## config.mk

```make
export PLATFORM = sky130hd
export DESIGN_NAME = traffic_phase_arbiter
export DESIGN_NICKNAME = d
export VERILOG_FILES = /design/src/rtl/traffic_phase_arbiter.sv
export SDC_FILE = /design/constraint.sdc
export NUM_CORES = 1
export LEC_CHECK = 0
export ABC_CLOCK_PERIOD_IN_PS = 2100
export BUFFER_PORTS_ARGS = -buffer_cell sky130_fd_sc_hd__buf_4
export CORE_UTILIZATION = 40
export DETAILED_ROUTE_END_ITERATION = 6
export PLACE_DENSITY = 0.62
export SYNTH_ARGS = -nofsm -noshare
export SYNTH_HDL_FRONTEND = slang
export SYNTH_SLANG_ARGS = --single-unit
```

## constraint.sdc

```tcl
create_clock -name clk -period 2.1 [get_ports clk]
set_clock_uncertainty 0.2 [all_clocks]
set_input_delay 0 -clock clk [delete_from_list [all_inputs] [get_ports clk]]
set_output_delay 0 -clock clk [all_outputs]
set_load 0.1 [all_outputs]
```

## src/rtl/traffic_phase_arbiter.sv

```systemverilog
// Purpose: arbitrates the non-main phase among side road, two ped buttons and emergency preempt.
// Latency: grant_valid rises 2 cycles after the IDLE cycle that qualifies a request (IDLE->ARB->ISSUE).
// Backpressure: grant_valid is held with grant_id stable until phase_ack; requests keep latching meanwhile.
module traffic_phase_arbiter #(
  parameter int unsigned MIN_GREEN = 100,
  parameter logic [7:0]  PED_EXT   = 8'd50,
  parameter int unsigned TIMEOUT   = 1000
) (
  input  logic       clk,
  input  logic       reset_n,
  input  logic       req_side,
  input  logic       req_ped_main,
  input  logic       req_ped_side,
  input  logic       emerg,
  input  logic       phase_ack,
  input  logic       phase_done,
  output logic       grant_valid,
  output logic [1:0] grant_id,
  output logic [2:0] pending,
  output logic [7:0] timer_adj,
  output logic       busy,
  output logic       fault
);

  typedef enum logic [1:0] {
    IDLE  = 2'd0,
    ARB   = 2'd1,
    ISSUE = 2'd2,
    SERVE = 2'd3
  } state_t;

  localparam int MGW = $clog2(MIN_GREEN + 1);

  state_t         state, state_nxt;
  logic [MGW-1:0] mg_cnt;
  logic           mg_done;
  logic [15:0]    wd_cnt;
  logic           wd_expire;
  logic [1:0]     rr_ptr;
  logic           arb_found;
  logic [1:0]     arb_id;
  logic [2:0]     pend_clr;
  logic           fault_set;
  logic [3:0]     pend4;

  assign mg_done   = (mg_cnt == MGW'(MIN_GREEN));
  assign wd_expire = (wd_cnt == 16'(TIMEOUT - 1));
  // Padding bit keeps the rotated index in range for every 2-bit value.
  assign pend4     = {1'b0, pending};

  // Pick the winner: emergency first, otherwise first pending bit at/after rr_ptr (wrapping 2->0).
  always_comb begin
    logic [1:0] idx;
    arb_found = 1'b0;
    arb_id    = 2'd0;
    idx       = 2'd0;
    if (emerg) begin
      arb_found = 1'b1;
      arb_id    = 2'd3;
    end else if (mg_done) begin
      for (int k = 0; k < 3; k++) begin
        idx = 2'((int'(rr_ptr) + k) % 3);
        if (!arb_found && pend4[idx]) begin
          arb_found = 1'b1;
          arb_id    = idx;
        end
      end
    end
  end

  // Next-state and Moore outputs; ack/timeout also produce the pending-clear mask.
  always_comb begin
    state_nxt   = state;
    grant_valid = 1'b0;
    busy        = 1'b1;
    timer_adj   = 8'd0;
    pend_clr    = 3'b000;
    fault_set   = 1'b0;
    case (state)
      IDLE: begin
        busy = 1'b0;
        if (emerg || (mg_done && (|pending))) state_nxt = ARB;
      end
      ARB: begin
        // Emergency may have dropped since IDLE; fall back without disturbing mg_cnt.
        state_nxt = arb_found ? ISSUE : IDLE;
      end
      ISSUE: begin
        grant_valid = 1'b1;
        if (phase_ack) begin
          state_nxt = SERVE;
          pend_clr  = (grant_id == 2'd3) ? 3'b000 : (3'b001 << grant_id);
        end
      end
      SERVE: begin
        timer_adj = ((grant_id == 2'd1) || (grant_id == 2'd2)) ? PED_EXT : 8'd0;
        if (phase_done) begin
          state_nxt = IDLE;
        end else if (wd_expire) begin
          // Stuck phase: flag it and drop the request so it does not re-grant forever.
          state_nxt = IDLE;
          fault_set = 1'b1;
          pend_clr  = (grant_id == 2'd3) ? 3'b000 : (3'b001 << grant_id);
        end
      end
      default: state_nxt = IDLE;
    endcase
  end

  // State register.
  always_ff @(posedge clk or negedge reset_n) begin
    if (!reset_n) state <= IDLE;
    else          state <= state_nxt;
  end

  // Request latches: a new request in the clearing cycle wins over the clear.
  always_ff @(posedge clk or negedge reset_n) begin
    if (!reset_n) pending <= 3'b000;
    else          pending <= (pending & ~pend_clr) | {req_ped_side, req_ped_main, req_side};
  end

  // Main-green hold counter: restarts when a served phase returns to IDLE, saturates at MIN_GREEN.
  always_ff @(posedge clk or negedge reset_n) begin
    if (!reset_n)                                  mg_cnt <= '0;
    else if (state == SERVE && state_nxt == IDLE)  mg_cnt <= '0;
    else if (state == IDLE && !mg_done)            mg_cnt <= mg_cnt + 1'b1;
  end

  // Grant id and round-robin pointer are captured in ARB; emergency does not move the pointer.
  always_ff @(posedge clk or negedge reset_n) begin
    if (!reset_n) begin
      grant_id <= 2'd0;
      rr_ptr   <= 2'd0;
    end else if (state == ARB && arb_found) begin
      grant_id <= arb_id;
      if (arb_id != 2'd3) rr_ptr <= (arb_id == 2'd2) ? 2'd0 : arb_id + 2'd1;
    end
  end

  // Watchdog counts cycles spent in SERVE; zero everywhere else.
  always_ff @(posedge clk or negedge reset_n) begin
    if (!reset_n)            wd_cnt <= 16'd0;
    else if (state == SERVE) wd_cnt <= wd_cnt + 16'd1;
    else                     wd_cnt <= 16'd0;
  end

  // Sticky fault flag; only reset clears it.
  always_ff @(posedge clk or negedge reset_n) begin
    if (!reset_n)       fault <= 1'b0;
    else if (fault_set) fault <= 1'b1;
  end

endmodule

```

Yosys cells after proc, flatten, opt, wreduce, memory -nomap -nowiden
Index checks and enable logic that the tools add are counted.
- bits of input ports: 8
- logic and storage cells: 90
- register bits after elaboration: 33
- equal/unequal tests: 10
- $lt $le $gt $ge: 3
- muxes and demuxes: 42
- divide/modulo/power cells: 3
- shifts and indexed selects: 1
- add/sub/neg operators: 5
- reduce and logical (&&, ||, !) cells: 16
- bitwise operators: 3
- operator list (cell ; number):
    $mod 32x3->32 const B ; 2
    $mod 3x3->32 const B ; 1
    $mux 2 ; 11
    $mux 1 ; 17
    $add 16x1->16 const B ; 1
    $eq 16x10->1 const B ; 1
    $mux 16 ; 1
    $mux 7 ; 2
    $mux 3 ; 4
    $mux 6 ; 2
    $eq 2x2->1 const B ; 5
    $lt 2x3->1 const B ; 3
    $pmux 2 s4 ; 1
    $add 7x1->7 const B ; 1
    $eq 7x7->1 const B ; 1
    $bmux 1 s2 ; 3
    $logic_and 1x1->1 ; 6
    $pmux 3 s2 ; 1
    $eq 2x1->1 const B ; 2
    $logic_not 2->1 ; 2
    $add 2x1->3 const B ; 1
    $add 2x2->3 const B ; 1
    $and 3x3->3 ; 1
    $logic_not 1->1 ; 3
    other kinds (9) ; 10

Logic depth before layout (Yosys ltp)
Gate-level depths: netlist of the first run.
- depth after elaboration: 21
- gate-level depth with buffers: 8
- gate-level depth less buffers: 7

Least setup slack after synthesis of the first run
Ideal clock, no wire load.
- path type: reg-to-output
- from: register grant_id[0]
- to: output port timer_adj[4]
- cell stages (with the launch flop): 5
- slack: -755 ps
- path buffers: 1
- data required time: 1900 ps
- arrival: 2655 ps
- cells stage by stage: dfrtp_1 > inv_1 > ha_1 > and3_1 > buf_4
- longest elaborated chain between the ends: 4
- ends and longest elaborated chain (item ; RTL line ; source):
    from (decl) ; 18 ; output logic [1:0] grant_id,
    from (signal assigned) ; 135 ; grant_id <= arb_id;
    $eq 2x1->1 or $eq 2x2->1 (tied branches) ; 96 ; timer_adj = ((grant_id == 2'd1) || (grant_id == 2'd2)) ? PED_EXT : 8'd0;
    $logic_or 1x1->1 * ; 96 ;
    $mux 6 * ; 96 ;
    $mux 6 * ; 79 ; case (state)
    to (decl) ; 20 ; output logic [7:0] timer_adj,
Mark *: on every way between the ends. The rest lies on a longest branch, timed or not.

Worst setup path in the final report of the first run
- from: register rr_ptr[0]
- to: register rr_ptr[1]
- longest elaborated chain between the ends: 18
- ends and longest elaborated chain (item ; RTL line ; source):
    from (decl) ; 39 ; logic [1:0] rr_ptr;
    from (signal assigned) ; 136 ; if (arb_id != 2'd3) rr_ptr <= (arb_id == 2'd2) ? 2'd0 : arb_id + 2'd1;
    branches (longest 18 deep; another with $mod 32x3->32) ; n/a ;
Parallel ways; which one is timed is not known. The select of a mux whose other input is x is not followed.
A chain may end at the register's enable or synchronous reset.

==> metrics.txt, run 1 <==
Setup CP Type reg -> reg; RSZ-0062 raised after global routing true; DR vias 1,649; worst-skew pair later-pin latency 0.28 ns; Clock transition at path regs 0.07 ns; global-route wire length before repair 7.11 mm; detailed placement HPWL 3.03 mm; sequential power share 0.273; TritonRoute pass-1 iters 4; residual DRC count 0; critical path, cell by cell inv_4, ha_4, mux2i_2, o221ai_1, o311ai_2, buf_4, a211oi_2, a2bb2oi_1; violated checks setup timing; Synth Warn # 0; nets 280; pre-CTS setup slack -0.177 ns; CP arrival 2.10 ns; Main synth FF type dfrtp_1; critical path data required time 2.05 ns; Power, Total 3310 uW; Starting Density 0.423; CTS H-Tree Depth 2; mux cell area share after synthesis 0.0313; FF-to-FF Start rr_ptr[0]; power density relative to cell area 1240 nW/um^2; synthesized flop and latch total 33; Compound-Gate Fraction of Synth Area 0.121; Global Route Usage Sum 0.173; post-route setup slack -0.0488 ns; share of layout cells above drive strength 1 0.342; TritonCTS clock tree built; most common cell after layout, fill and taps aside buf_4; Max-Cap Viols 0; Final setup viols 4; f_max 465 MHz; clock share of power 0.147; xor-xnor portion of the synthesized cell area 0.0859; row count 25; final instance area 2670 um^2; CP Capture Point rr_ptr[1]; Simple-Gate Fraction of Synth Area 0.206; library cells used by synthesis 54; fin. max-slew vios 0; GPL Wtd Cong 0.816; Final Hold Vio Count 0; worst r2r path cells 8; Final Cycle Share 1.02; Final Critical Period 2.15 ns; hold crit path type in -> async; synthesized area 2040 um^2; IO Port Bufs 18; die width 73.4 um; via/cell ratio 5.00; CP Max Fanout 5; fraction of power consumed by combinational cells 0.579; Fillers 445; drt initial violations 97; fin util 0.554; CTS max path bufs 2; Die H 73.4 um; Placed Area 2320 um^2; Worst setup EP type flip-flop; worst vdd ir 1060 uV; Detailed Route WL 4.51 mm; die area 5390 um^2; R2R Setup Slk -0.05 ns; EDFF count, synth 0; ANT nets after route 0; CTS Buf Count 5; WL/cell 13.7 um; gr ovfl total 0; crit start category flip-flop; ys async rst share 1.00; Sw Ratio 0.471; Antenna Cells 0; status finished with violations; Cells after Synth 214; initial antenna violation count 0; Largest stage delay, worst path 0.47 ns; Critical-path top delay cell dfrtp_2; Synth Area in Adders 0.0613; CTS sink cnt 33; total I/O pin count 24; Core ar. 4820 um^2; switching pwr 1560 uW; vias in the first global route 1,522; worst hold slack 0.0121 ns; most frequent cells in the layout buf_4, nor2_1, dfrtp_1; largest family of logic cells by synthesized area simple AND/OR/NAND/NOR gates; Worst Setup SP rr_ptr[0]; leakage power 0.00120 uW; internal power 1750 uW; area grow syn2layout 30.9%; largest net degree at the start of global routing 34; syn avg cell area 9.53 um^2; register area share after synthesis 0.405; worst reg2reg path endpoint rr_ptr[1]; CTS root buffer clkbuf_8
## cells in the mapped netlist, types with 2 or more instances
cell type | instances | area (um^2)
nor3_1 | 2 | 10.0
nand2_1 | 13 | 48.8
or4_1 | 2 | 15.0
a31oi_1 | 4 | 25.0
nand4_1 | 4 | 25.0
and3_1 | 6 | 37.5
xnor2_1 | 10 | 87.6
nor2_1 | 33 | 124
dfrtp_1 | 33 | 826
nand3_1 | 4 | 20.0
mux2i_1 | 5 | 50.1
o221ai_1 | 2 | 17.5
o21ai_0 | 3 | 15.0
nand3b_1 | 2 | 15.0
xor2_1 | 10 | 87.6
nor2b_1 | 3 | 18.8
ha_1 | 10 | 125
inv_1 | 18 | 67.6
o31ai_1 | 2 | 15.0
buf_4 | 7 | 52.6
a21oi_1 | 2 | 10.0
a211oi_1 | 2 | 15.0
buf_6 | 3 | 33.8
clkbuf_1 | 4 | 15.0
## what timing repair did
item	in CTS	in global routing
buffers inserted	6	2
hold buffers	7	1
endpoints found under the setup margin	5	13
gates resized for setup	17	12
hold endpoints to repair	43	4
pin swaps	5	8
## stage by stage
stage               setup TNS [ns]  cells
floorplan                   -0.240    218
global placement            -0.543    306
detailed placement          -0.652    306
CTS                         -0.183    327
global route                -0.675    330
finish                      -0.143    330
## worst min path at each step
stage,cells after the start,slack (ns),start,to
floorplan,0,-0.50,reset_n,fault
global placement,1,-0.23,reset_n,wd_cnt[5]
detailed placement,1,-0.23,reset_n,wd_cnt[7]
CTS,2,-0.24,emerg,rr_ptr[0]
global route,2,0.04,reset_n,wd_cnt[7]
finish,2,0.01,reset_n,state[1]
## power groups by stage
stage          registers, uW  logic [uW]  clock network [uW]
2_1_floorplan           1040        1070                   0
3_3_place_gp             892        1610                   0
3_5_place_dp             892        1630                   0
4_1_cts                  900        1830                 496
5_1_grt                  926        2040                 530
6_report                 905        1920                 488
## registers in the layout, indices dropped and copies added (netlist names)
name,count
fault,1
pending,3
mg_cnt,7
state,2
wd_cnt,16
grant_id,2
rr_ptr,2
## kinds of logic (layout without fill, tap and decap cells)
group / Yosys count / in the layout
AO/OA/AOI/OAI: 29 / 29
XOR/XNOR: 20 / 20
buffers and inverters: 34 / 79
adder cells (fa/ha/maj): 10 / 10
flip-flops: 33 / 33
AND/OR/NAND/NOR: 81 / 81
other: 1 / 5
multiplexers: 6 / 6
## per-layer routing
metal	global-route usage	routed length (um)	vias to the layer above
met2	0.275	2120	43
met3	0.0439	196	4
met1	0.236	2150	790
li1	-	-	812
met4	0.0427	40	0
met5	0	0	-
## worst max-delay path, delay by kind of cell, from the launching register on
kind / cells / cell delay (ns)
compound gates: 4 / 0.66
buf+inv: 2 / 0.28
fa+ha+maj: 1 / 0.17
flops: 1 / 0.47
mux: 1 / 0.24
## cell type report
class / count / area (um^2) / area share
timing repair buffer: 53 / 418 / 0.157
sequential: 33 / 841 / 0.315
tap: 67 / 83.8 / 0.0314
clock buffer: 8 / 90.1 / 0.0337
multi-input combinational: 151 / 1170 / 0.437
inverter: 18 / 70.1 / 0.0262
(Power assumes the default switching activity.)
==> run 2, diff against run 1 <==
--- a/config.mk
+++ b/config.mk
@@ -7,9 +7,11 @@
 export LEC_CHECK = 0
 export ABC_CLOCK_PERIOD_IN_PS = 2100
 export BUFFER_PORTS_ARGS = -buffer_cell sky130_fd_sc_hd__buf_4
+export CELL_PAD_IN_SITES_DETAIL_PLACEMENT = 1
+export CELL_PAD_IN_SITES_GLOBAL_PLACEMENT = 1
 export CORE_UTILIZATION = 40
 export DETAILED_ROUTE_END_ITERATION = 6
-export PLACE_DENSITY = 0.62
+export PLACE_DENSITY = 0.79
 export SYNTH_ARGS = -nofsm -noshare
 export SYNTH_HDL_FRONTEND = slang
 export SYNTH_SLANG_ARGS = --single-unit
==> run 2 against run 1 <==
The run ends with hold timing, setup timing left. Worst setup slack lost 0.22 ns. Non-clock buffer count up 2. Core utilization is 1.7 points higher. Hold slack got worse by 0.015 ns.
==> metrics.txt, run 2 (synthesis results as in run 1) <==
status finished with violations; area grow syn2layout 34.8%; worst vdd ir 1100 uV (+3.8%); drt initial violations 78 (-20%); largest net degree at the start of global routing 34 (unchanged); switching pwr 1780 uW (+14%); CTS sink cnt 33 (unchanged); TritonRoute pass-1 iters 4 (unchanged); post-route setup slack -0.271 ns (-0.222 ns); fraction of power consumed by combinational cells 0.615 (+0.036); most frequent cells in the layout buf_4, nor2_1, dfrtp_1; CP Max Fanout 4 (-1); Final Cycle Share 1.13 (+0.106); setup tns final -0.949 ns (-0.806 ns); sequential power share 0.253 (-0.020); CTS root buffer clkbuf_8; Die H 73.4 um (unchanged); Worst setup EP type flip-flop; Fillers 552 (+24%); die width 73.4 um (unchanged); row count 25 (unchanged); Top reg by flops wd_cnt; Global Route Usage Sum 0.232 (+0.0593); via/cell ratio 5.48 (+9.6%); Detailed Route WL 6.40 mm (+42%); Final setup viols 8 (+4); CTS H-Tree Depth 2 (unchanged); crit start category flip-flop; FF+latch area 841 um^2 (unchanged); Max-Cap Viols 0 (unchanged); most common cell after layout, fill and taps aside buf_4; hold crit path type in -> async; detailed placement HPWL 3.55 mm (+17%); clock share of power 0.132 (-0.015); Clock transition at path regs 0.07 ns (about the same); residual DRC count 0 (unchanged); leakage power 0.00123 uW (+2.5%); initial antenna violation count 0 (unchanged); Multi-input gate area 1230 um^2 (+5.5%); CP arrival 2.34 ns (+0.24 ns); power density relative to cell area 1310 nW/um^2 (+5.5%); Sw Ratio 0.494 (+0.0236); IO Port Bufs 18 (unchanged); fin. max-slew vios 0 (unchanged); Largest regs wd_cnt x16, mg_cnt x7, pending x3; DR vias 1,819 (+10%); Core ar. 4820 um^2 (unchanged); nets 282 (+0.71%); f_max 422 MHz (-9.4%); internal power 1820 uW (+3.8%); CTS Buf Count 5 (unchanged); final instance area 2750 um^2 (+3.0%); Placed Area 2340 um^2 (+0.65%); worst hold slack -0.00265 ns (-0.0147 ns); TritonCTS clock tree built; gr ovfl total 0 (unchanged); non-filler instance count after layout 332 (+0.61%); global-route wire length before repair 9.27 mm (+30%); vias in the first global route 1,878 (+23%); critical path data required time 2.07 ns (+0.02 ns); CTS max path bufs 2 (unchanged); share of layout cells above drive strength 1 0.370 (+0.0276); Setup CP Type reg -> reg; Starting Density 0.423 (unchanged); RSZ-0062 raised after global routing true; violated checks hold timing, setup timing; die area 5390 um^2 (unchanged); ANT nets after route 0 (unchanged); max reg flops 16 (unchanged); WL/cell 19.3 um (+41%); Inst Count DP 308 (+0.65%); Final Hold Vio Count 8 (+8); GPL Wtd Cong 0.770 (-5.7%); total I/O pin count 24 (unchanged); Antenna Cells 0 (unchanged); worst-skew pair later-pin latency 0.29 ns (about the same); Final Critical Period 2.37 ns (+0.222 ns); fin util 0.571 (+0.0166)
[run 2: area by class of cell]
class | instances | share of cell area
Multi-Input combinational cell | 151 | 0.448
Sequential cell | 33 | 0.306
Timing Repair Buffer | 55 | 0.159
Tap cell | 67 | 0.0305
Inverter | 18 | 0.0255
Clock buffer | 5 | 0.0250
Clock inverter | 3 | 0.00637
[run 2: repair_timing]
| action | in CTS | in global routing |
|---|---|---|
| endpoints found under the setup margin | 5 | 15 |
| gates cloned | 0 | 0 |
| gates resized for setup | 21 | 17 |
| hold buffers | 6 | 1 |
| setup buffers | 7 | 2 |
| endpoints found under the hold margin | 45 | 4 |
| pin swaps | 9 | 4 |
[run 2: final timing paths]
check	start	to	slack, ns	cells after the start
max reg2reg	rr_ptr[1]	rr_ptr[0]	-0.27	7
max	rr_ptr[1]	rr_ptr[0]	-0.27	7
min	reset_n	mg_cnt[0]	-0.003	2
min reg2reg	wd_cnt[0]	wd_cnt[0]	0.29	1
max in group asynchronous	reset_n	pending[1]	1.36	2
min in group clk	phase_ack	state[0]	0.03	4
[run 2: worst max-delay path, cell delays in order (launching register included)]
cell,delay [ns]
dfrtp_1,0.40
inv_2,0.11
ha_4,0.18
mux2i_4,0.28
o221ai_4,0.18
or2_1,0.30
o311a_1,0.33
o41ai_2,0.26
[run 2: stage by stage]
stage / total power, uW / setup slack, ns / hold slack, ns
after detailed placement: 2570 / -0.239 / -0.228
final: 3600 / -0.271 / -0.00265
after CTS: 3300 / -0.0604 / -0.244
after global placement: 2520 / -0.128 / -0.225
after global routing: 3760 / -0.357 / 0.0529
after floorplan: 2110 / -0.114 / -0.496
[run 2: power groups by stage]
| stage | clock network (uW) | registers [uW] | logic [uW] |
|---|---|---|---|
| floorplan | 0 | 1040 | 1070 |
| global placement | 0 | 889 | 1630 |
| detailed placement | 0 | 901 | 1670 |
| CTS | 482 | 905 | 1910 |
| global route | 505 | 928 | 2330 |
| finish | 476 | 910 | 2210 |
[run 2: metal layers]
metal  track usage  up-vias  share of wire
li1              -      818              -
met1         0.288      892           0.43
met2         0.384       78           0.49
met3        0.0535       31          0.039
met4         0.109        0          0.044
met5             0        -              0
